`src/rtl/dcache_miss_ctrl.sv`:
```
// Data-cache miss handler: stalls the pipeline, writes back a dirty victim
// line, refills the missing line word by word and counts miss events.
module dcache_miss_ctrl #(
    parameter int WORDS  = 4,
    parameter int ADDR_W = 32
) (
    input  logic                       CLK,
    input  logic                       RESET,
    input  logic                       req_valid,
    input  logic                       hit,
    input  logic                       victim_dirty,
    input  logic [ADDR_W-1:0]          miss_addr,
    input  logic [ADDR_W-1:0]          victim_addr,
    input  logic [31:0]                victim_word,
    output logic [$clog2(WORDS)-1:0]   line_idx,
    output logic                       mem_req,
    output logic                       mem_we,
    output logic [ADDR_W-1:0]          mem_addr,
    output logic [31:0]                mem_wdata,
    input  logic [31:0]                mem_rdata,
    input  logic                       mem_ack,
    output logic                       fill_we,
    output logic [31:0]                fill_data,
    output logic                       fill_done,
    output logic                       stall,
    output logic [31:0]                miss_count,
    output logic [31:0]                wb_count
);

    localparam int IDX_W = $clog2(WORDS);
    localparam int OFF   = IDX_W + 2;

    localparam logic [ADDR_W-1:0] BASE_MASK = {{(ADDR_W-OFF){1'b1}}, {OFF{1'b0}}};
    localparam logic [IDX_W-1:0]  LAST      = IDX_W'(WORDS - 1);

    localparam logic [1:0] S_IDLE = 2'd0;
    localparam logic [1:0] S_WB   = 2'd1;
    localparam logic [1:0] S_FILL = 2'd2;
    localparam logic [1:0] S_DONE = 2'd3;

    logic [1:0]        state_q;
    logic [IDX_W-1:0]  idx_q;
    logic [ADDR_W-1:0] fill_base_q;
    logic [ADDR_W-1:0] wb_base_q;
    logic [31:0]       miss_cnt_q;
    logic [31:0]       wb_cnt_q;
    logic              miss;
    logic [ADDR_W-1:0] word_off;

    assign miss       = (state_q == S_IDLE) && req_valid && !hit;
    assign word_off   = ADDR_W'({idx_q, 2'b00});
    assign miss_count = miss_cnt_q;
    assign wb_count   = wb_cnt_q;

    always_ff @(posedge CLK) begin
        if (RESET) begin
            state_q     <= S_IDLE;
            idx_q       <= '0;
            fill_base_q <= '0;
            wb_base_q   <= '0;
            miss_cnt_q  <= '0;
            wb_cnt_q    <= '0;
        end else begin
            case (state_q)
                S_IDLE: begin
                    if (miss) begin
                        fill_base_q <= miss_addr & BASE_MASK;
                        wb_base_q   <= victim_addr & BASE_MASK;
                        idx_q       <= '0;
                        state_q     <= victim_dirty ? S_WB : S_FILL;
                        if (miss_cnt_q != '1)
                            miss_cnt_q <= miss_cnt_q + 32'd1;
                        if (victim_dirty && wb_cnt_q != '1)
                            wb_cnt_q <= wb_cnt_q + 32'd1;
                    end
                end
                S_WB: begin
                    // index wraps to 0 on the last word, ready for the refill
                    if (mem_ack) begin
                        idx_q <= idx_q + IDX_W'(1);
                        if (idx_q == LAST)
                            state_q <= S_FILL;
                    end
                end
                S_FILL: begin
                    if (mem_ack) begin
                        idx_q <= idx_q + IDX_W'(1);
                        if (idx_q == LAST)
                            state_q <= S_DONE;
                    end
                end
                S_DONE: begin
                    state_q <= S_IDLE;
                end
                default: begin
                    state_q <= S_IDLE;
                end
            endcase
        end
    end

    always_comb begin
        line_idx  = idx_q;
        mem_req   = 1'b0;
        mem_we    = 1'b0;
        mem_addr  = '0;
        mem_wdata = '0;
        fill_we   = 1'b0;
        fill_data = '0;
        fill_done = 1'b0;
        stall     = 1'b0;
        case (state_q)
            S_IDLE: begin
                stall = miss;
            end
            S_WB: begin
                mem_req   = 1'b1;
                mem_we    = 1'b1;
                mem_addr  = wb_base_q + word_off;
                mem_wdata = victim_word;
                stall     = 1'b1;
            end
            S_FILL: begin
                mem_req   = 1'b1;
                mem_addr  = fill_base_q + word_off;
                fill_we   = mem_ack;
                fill_data = mem_rdata;
                stall     = 1'b1;
            end
            S_DONE: begin
                fill_done = 1'b1;
                stall     = 1'b1;
            end
            default: begin
                stall = 1'b0;
            end
        endcase
    end

endmodule

```
`config.mk`:
```
export PLATFORM = sky130hd
export DESIGN_NAME = dcache_miss_ctrl
export DESIGN_NICKNAME = d
export VERILOG_FILES = /design/src/rtl/dcache_miss_ctrl.sv
export SDC_FILE = /design/constraint.sdc
export NUM_CORES = 1
export LEC_CHECK = 0
export ABC_AREA = 0
export CAP_MARGIN = 0
export CELL_PAD_IN_SITES_DETAIL_PLACEMENT = 1
export CELL_PAD_IN_SITES_GLOBAL_PLACEMENT = 1
export CORE_ASPECT_RATIO = 1.5
export CORE_MARGIN = 4
export CORE_UTILIZATION = 26
export CTS_BUF_LIST = sky130_fd_sc_hd__clkbuf_4 sky130_fd_sc_hd__clkbuf_8 sky130_fd_sc_hd__clkbuf_16
export DETAILED_ROUTE_END_ITERATION = 12
export HOLD_SLACK_MARGIN = 0.02
export PLACE_DENSITY = 0.89
export SYNTH_ARGS = -nofsm -noshare
export SYNTH_HDL_FRONTEND = slang
export SYNTH_SLANG_ARGS = --single-unit
```
`constraint.sdc`:
```
create_clock -name CLK -period 2.4 [get_ports CLK]
set_clock_uncertainty 0.1 [all_clocks]
set_input_delay 0.36 -clock CLK [delete_from_list [all_inputs] [get_ports CLK]]
set_output_delay 0.36 -clock CLK [all_outputs]
set_load 0.02 [all_outputs]
```
# Word level (Yosys, flattened, before mapping)
# Index checks and enable logic that the tools add are counted.
# Widths: inputs -> output; s select.
[word_totals] regBits=124 in_bits=134 out_inout_bits=167 word_cells=54
[classes] n_addsub=5 eq_ne=12 n_mux=18 reduce_logical=13
[ops] cell="$add 32x1->32 const B" count=2
[ops] cell="$add 32x4->32" count=2
[ops] cell="$mux 32" count=2
[ops] cell="$ne 32x32->1 const B" count=2
[ops] cell="$pmux 32 s2" count=1
[ops] cell="$mux 2" count=8
[ops] cell="$ne 2x2->1 const B" count=5
[ops] cell="$reduce_and 3->1" count=3
[ops] cell="$pmux 2 s4" count=1
[ops] cell="$eq 2x2->1 const B" count=3
[ops] cell="$reduce_and 5->1" count=1
[ops] cell="$mux 1" count=4
[ops] cell="$pmux 2 s2" count=1
[ops] cell="$logic_and 1x1->1" count=3
[ops] cell="$reduce_or 3->1" count=1
[ops] cell="$add 2x1->2 const B" count=1
[ops] cell="$eq 2x1->1 const B" count=1
[ops] cell="$logic_not 2->1" count=1
[ops] cell="$ne 2x1->1 const B" count=1
[ops] cell="$pmux 1 s2" count=1
[ops] cell="$reduce_and 2->1" count=1
[ops] cell="$reduce_bool 2->1" count=1
[ops] cell="$reduce_or 2->1" count=1
[ops] cell="$logic_not 1->1" count=1

# Depth between registers and ports, before layout
[logic_depth] word_depth=5 mapped_depth=9 ltp_nobuf=7

# Least setup slack after synthesis
# Ideal clock, no wire load.
[synth_timing] path_kind="reg2reg" start="reg miss_cnt_q[0] (netlist: miss_count[0])" end="reg miss_cnt_q[9] (netlist: miss_count[9])" arrival_ns=2.113 setup_slack_ns=0.067 path_stages_with_launch=9 synth_period_minus_slack_ns=2.333 path_cell_list="dfxtp_1 > ha_1 > and4_1 > and3_1 > and3_1 > buf_2 > buf_4 > nor4_1 > mux2_2"
[synth_between] elab_chain_cells=2 elab_cells_between_ends=3 cone_classes="1 x add/sub; 1 x eq/ne; 1 x reduce/logical"
[synth_rtl] item="start, declared" line_no="45" text="logic [31:0] miss_cnt_q;"
[synth_rtl] item="start signal, assigned" line_no="72" text="miss_cnt_q <= miss_cnt_q + 32'd1;"
[synth_rtl] item="branches (longest 2 deep; another with $add 32x1->32)"
# Parallel ways; which one is timed is not known.
# A chain may end at the register's enable or synchronous reset.

# Worst setup path after layout
[layout_timing] start="reg state_q[0]" end="out mem_addr[3]"
[layout_between] elab_chain_cells=2 elab_cells_between_ends=3 cone_classes="2 x eq/ne; 1 x mux"
[layout_rtl] item="start, declared" line_no="41" text="logic [1:0] state_q;"
[layout_rtl] item="start signal, assigned" line_no="70" text="state_q <= victim_dirty ? S_WB : S_FILL;"
[layout_rtl] item="$eq 2x2->1 or $eq 2x1->1 (tied branches)" line_no="112" text="case (state_q)"
[layout_rtl] item="$pmux 32 s2 (*)" line_no="112"
[layout_rtl] item="end, declared" line_no="18" text="output logic [ADDR_W-1:0] mem_addr,"
# Mark *: on every way between the ends. The rest lies on a longest branch, timed or not.

==> run metrics <==
Area contributors post-synth=dfxtp_1, a21oi_1, nand2_1; cell count of the worst hold path=2; Antenna Cells=0; CP Launch Type=register; routed via count=7493; Yosys reg bits=124; biggest area consumer among synthesized cells=dfxtp_1; die width=136.1 µm; min cycle time layout=2.340 ns; io pins=301; Placement Cell Area=0.01008 mm²; worst reg-to-reg path cell count=7; worst hold start=RESET; GRT Overall Usage=19.50%; # rows=70; initial antenna violation count=1; maxcap violations=0; Netlist cell types=47; final WL=28310 µm; layout cells sized above 1=15.60%; Mapped Cells=820; CTS root buf=clkbuf_16; asr flop ratio synth=0%; CP Capture Type=output port; HPWL after DPL=20320 µm; core area=0.02435 mm²; HP Class=input pin to register; Worst Path Max Fanout=4; Initial DRT Pass Iterations=4; ANT nets after route=0; DRT iter0 DRCs=316; Final GP Congestion=0.8501; RSZ-0062 raised after global routing=yes; commonest cells in the netlist=nand2_1, dfxtp_1, a21oi_1; DR vias/cell=5.049; Yosys warnings=0; CTS buffer count=17; die height=200.1 µm; final non-filler cell area=0.01081 mm²; number of I/O port buffers=290; Worst Path Required=1.94 ns; achievable clock frequency=427.4 MHz; R2R Path Start=miss_count[0]; Reg2Reg Setup Slack=0.07 ns; Pwr per Cell Area=703.1 mW/mm²; Tot Pwr=7.600 mW; dpl ws=-0.2347 ns; Avg Cell Area, Syn=7.800 µm²; drc violations=0; critical path arrival=1.88 ns; top-count cell post-synth=nand2_1; Post-synth EDFFs=0; final net count=1290; H-Tree Depth=4; kind of critical path=register to output port; Avg WL per Cell=19.08 µm; die area=0.02723 mm²; worst setup margin=0.06036 ns; final setup violation count=0; Tcrit/Tclk final=97.48%; hold-critical path endpoint=miss_count[10]; peak supply drop=486.4 µV; Yosys top cell area share=38.81%; Bufs on Longest Clock Path=2; Lkg Pwr=3.995 nW; initial core utilization=26.27%; Slew HR=63.73%; ys flop type=dfxtp_1; CTS tree=built; Clk Latency, worst-skew pair=0.42 ns; Fin. Hold Viols=0; vias in the first global route=7871; reg-to-reg endpoint=miss_count[5]; sequential-to-total area share from yosys stat=38.81%; cts hold-fix bufs=0; Slew Limit Fails=0; Cell Area, Synth=0.006396 mm²; status=finished, final reports clean; clock transition at the registers of the reported paths=0.06 ns; Slew @ Worst Pin=0.5391 ns; largest net degree at the start of global routing=45; grt ovf=0; Clock Sink Count=124; Syn-to-layout area delta=68.99%; global-route wire length before repair=42130 µm
==> cell usage in the layout (no fill, tap or decap), types with 3 or more instances in the layout <==
cell and instances:
a211oi_1 4, a21oi_1 106, a22oi_1 30, and2_1 65, and3_1 12, and4_1 5
buf_12 8, buf_2 7, buf_4 67, buf_6 5, clkbuf_16 18, clkdlybuf4s15_1 6
clkdlybuf4s15_2 24, clkdlybuf4s50_1 191, clkinvlp_4 4, dfxtp_1 122, dlygate4sd2_1 60, ha_1 5
inv_1 10, inv_6 3, mux2_1 3, mux2_2 4, mux2i_1 4, nand2_1 134
nand3_1 18, nand4_1 28, nor2_1 24, nor2b_1 34, nor4_1 6, o21ai_0 23
o31ai_1 27, or3_1 21, or4_1 23, or4_4 7, xnor2_1 5
==> registers in the layout, indices dropped and copies added (netlist names) <==
name         cells
fill_base_q     28
line_idx         2
miss_count      32
state_q          2
wb_base_q       28
wb_count        32
==> power by group <==
group / leakage, nW / switching [mW] / internal, mW
Sequential: 1.01 / 0.0913 / 2.20
Combinational: 2.72 / 1.60 / 1.21
Clock: 0.268 / 1.02 / 1.48
Total: 4.00 / 2.72 / 4.88
==> stage by stage <==
step | util (%) | cells | hold WS (ns) | TNS (ns)
final | 44.39 | 1484 | 0.3009 | 0
after global routing | 44.39 | 1484 | 0.3095 | -0.1001
after CTS | 43.94 | 1477 | 0.2812 | 0
after detailed placement | 41.39 | 1442 | 0.3477 | -3.276
after global placement | 41.39 | 1442 | 0.3412 | -2.165
after floorplan | - | 821 | 0.3360 | 0
==> worst max-delay path by stage <==
| stage | startpoint | end | slack [ns] | cells after the start |
|---|---|---|---|---|
| finish | state_q[0] | mem_addr[3] | 0.06 | 5 |
| global route | state_q[1] | mem_addr[15] | -0.03 | 6 |
| CTS | state_q[0] | wb_count[29] | 0.004 | 10 |
| detailed placement | hit | wb_count[25] | -0.23 | 8 |
| global placement | hit | wb_count[25] | -0.19 | 8 |
| floorplan | miss_count[0] | miss_count[9] | 0.07 | 8 |
==> critical path: stages, from the launching register on <==
cell and delay (ns):
dfxtp_2 0.38, inv_4 0.06, ha_2 0.22, or2_2 0.34, and3_1 0.20, clkdlybuf4s15_2 0.26
==> cell type report <==
class | count | area (µm²)
clock inverters | 12 | 113.9
well taps | 324 | 405.4
flip-flops and latches | 124 | 2487
inverters | 12 | 50.05
clock buffers | 19 | 452.9
multi-input cells | 621 | 3687
repair buffers | 372 | 3612
fillers | 2938 | 13540
==> repair_timing <==
item	in CTS	in global routing
pin swaps	2	8
resized for setup	170	34
endpoints found under the setup margin	115	58
buffers inserted	3	5
cloned	1	2
==> cells by family after synthesis <==
| logic type | Yosys count | share of synthesized area, % |
|---|---|---|
| buffers and inverters | 76 | 5.047 |
| other | 1 | 0.05863 |
| DFF | 124 | 38.81 |
| and+or+nand+nor | 395 | 33.27 |
| AOI/OAI and AO/OA | 200 | 18.70 |
| adders and majority gates | 8 | 1.565 |
| xor gates and xnor gates | 5 | 0.6846 |
| muxes | 11 | 1.858 |
==> routing by layer <==
metal	GRT usage (%)	up-vias	share of wire, %
met5	0	-	0.071
met4	6.799	2	2.3
met3	5.441	42	5.6
met2	34.98	201	53
met1	22.09	3681	39
li1	-	3567	-
Note: power is estimated with default switching activity, not from simulation.
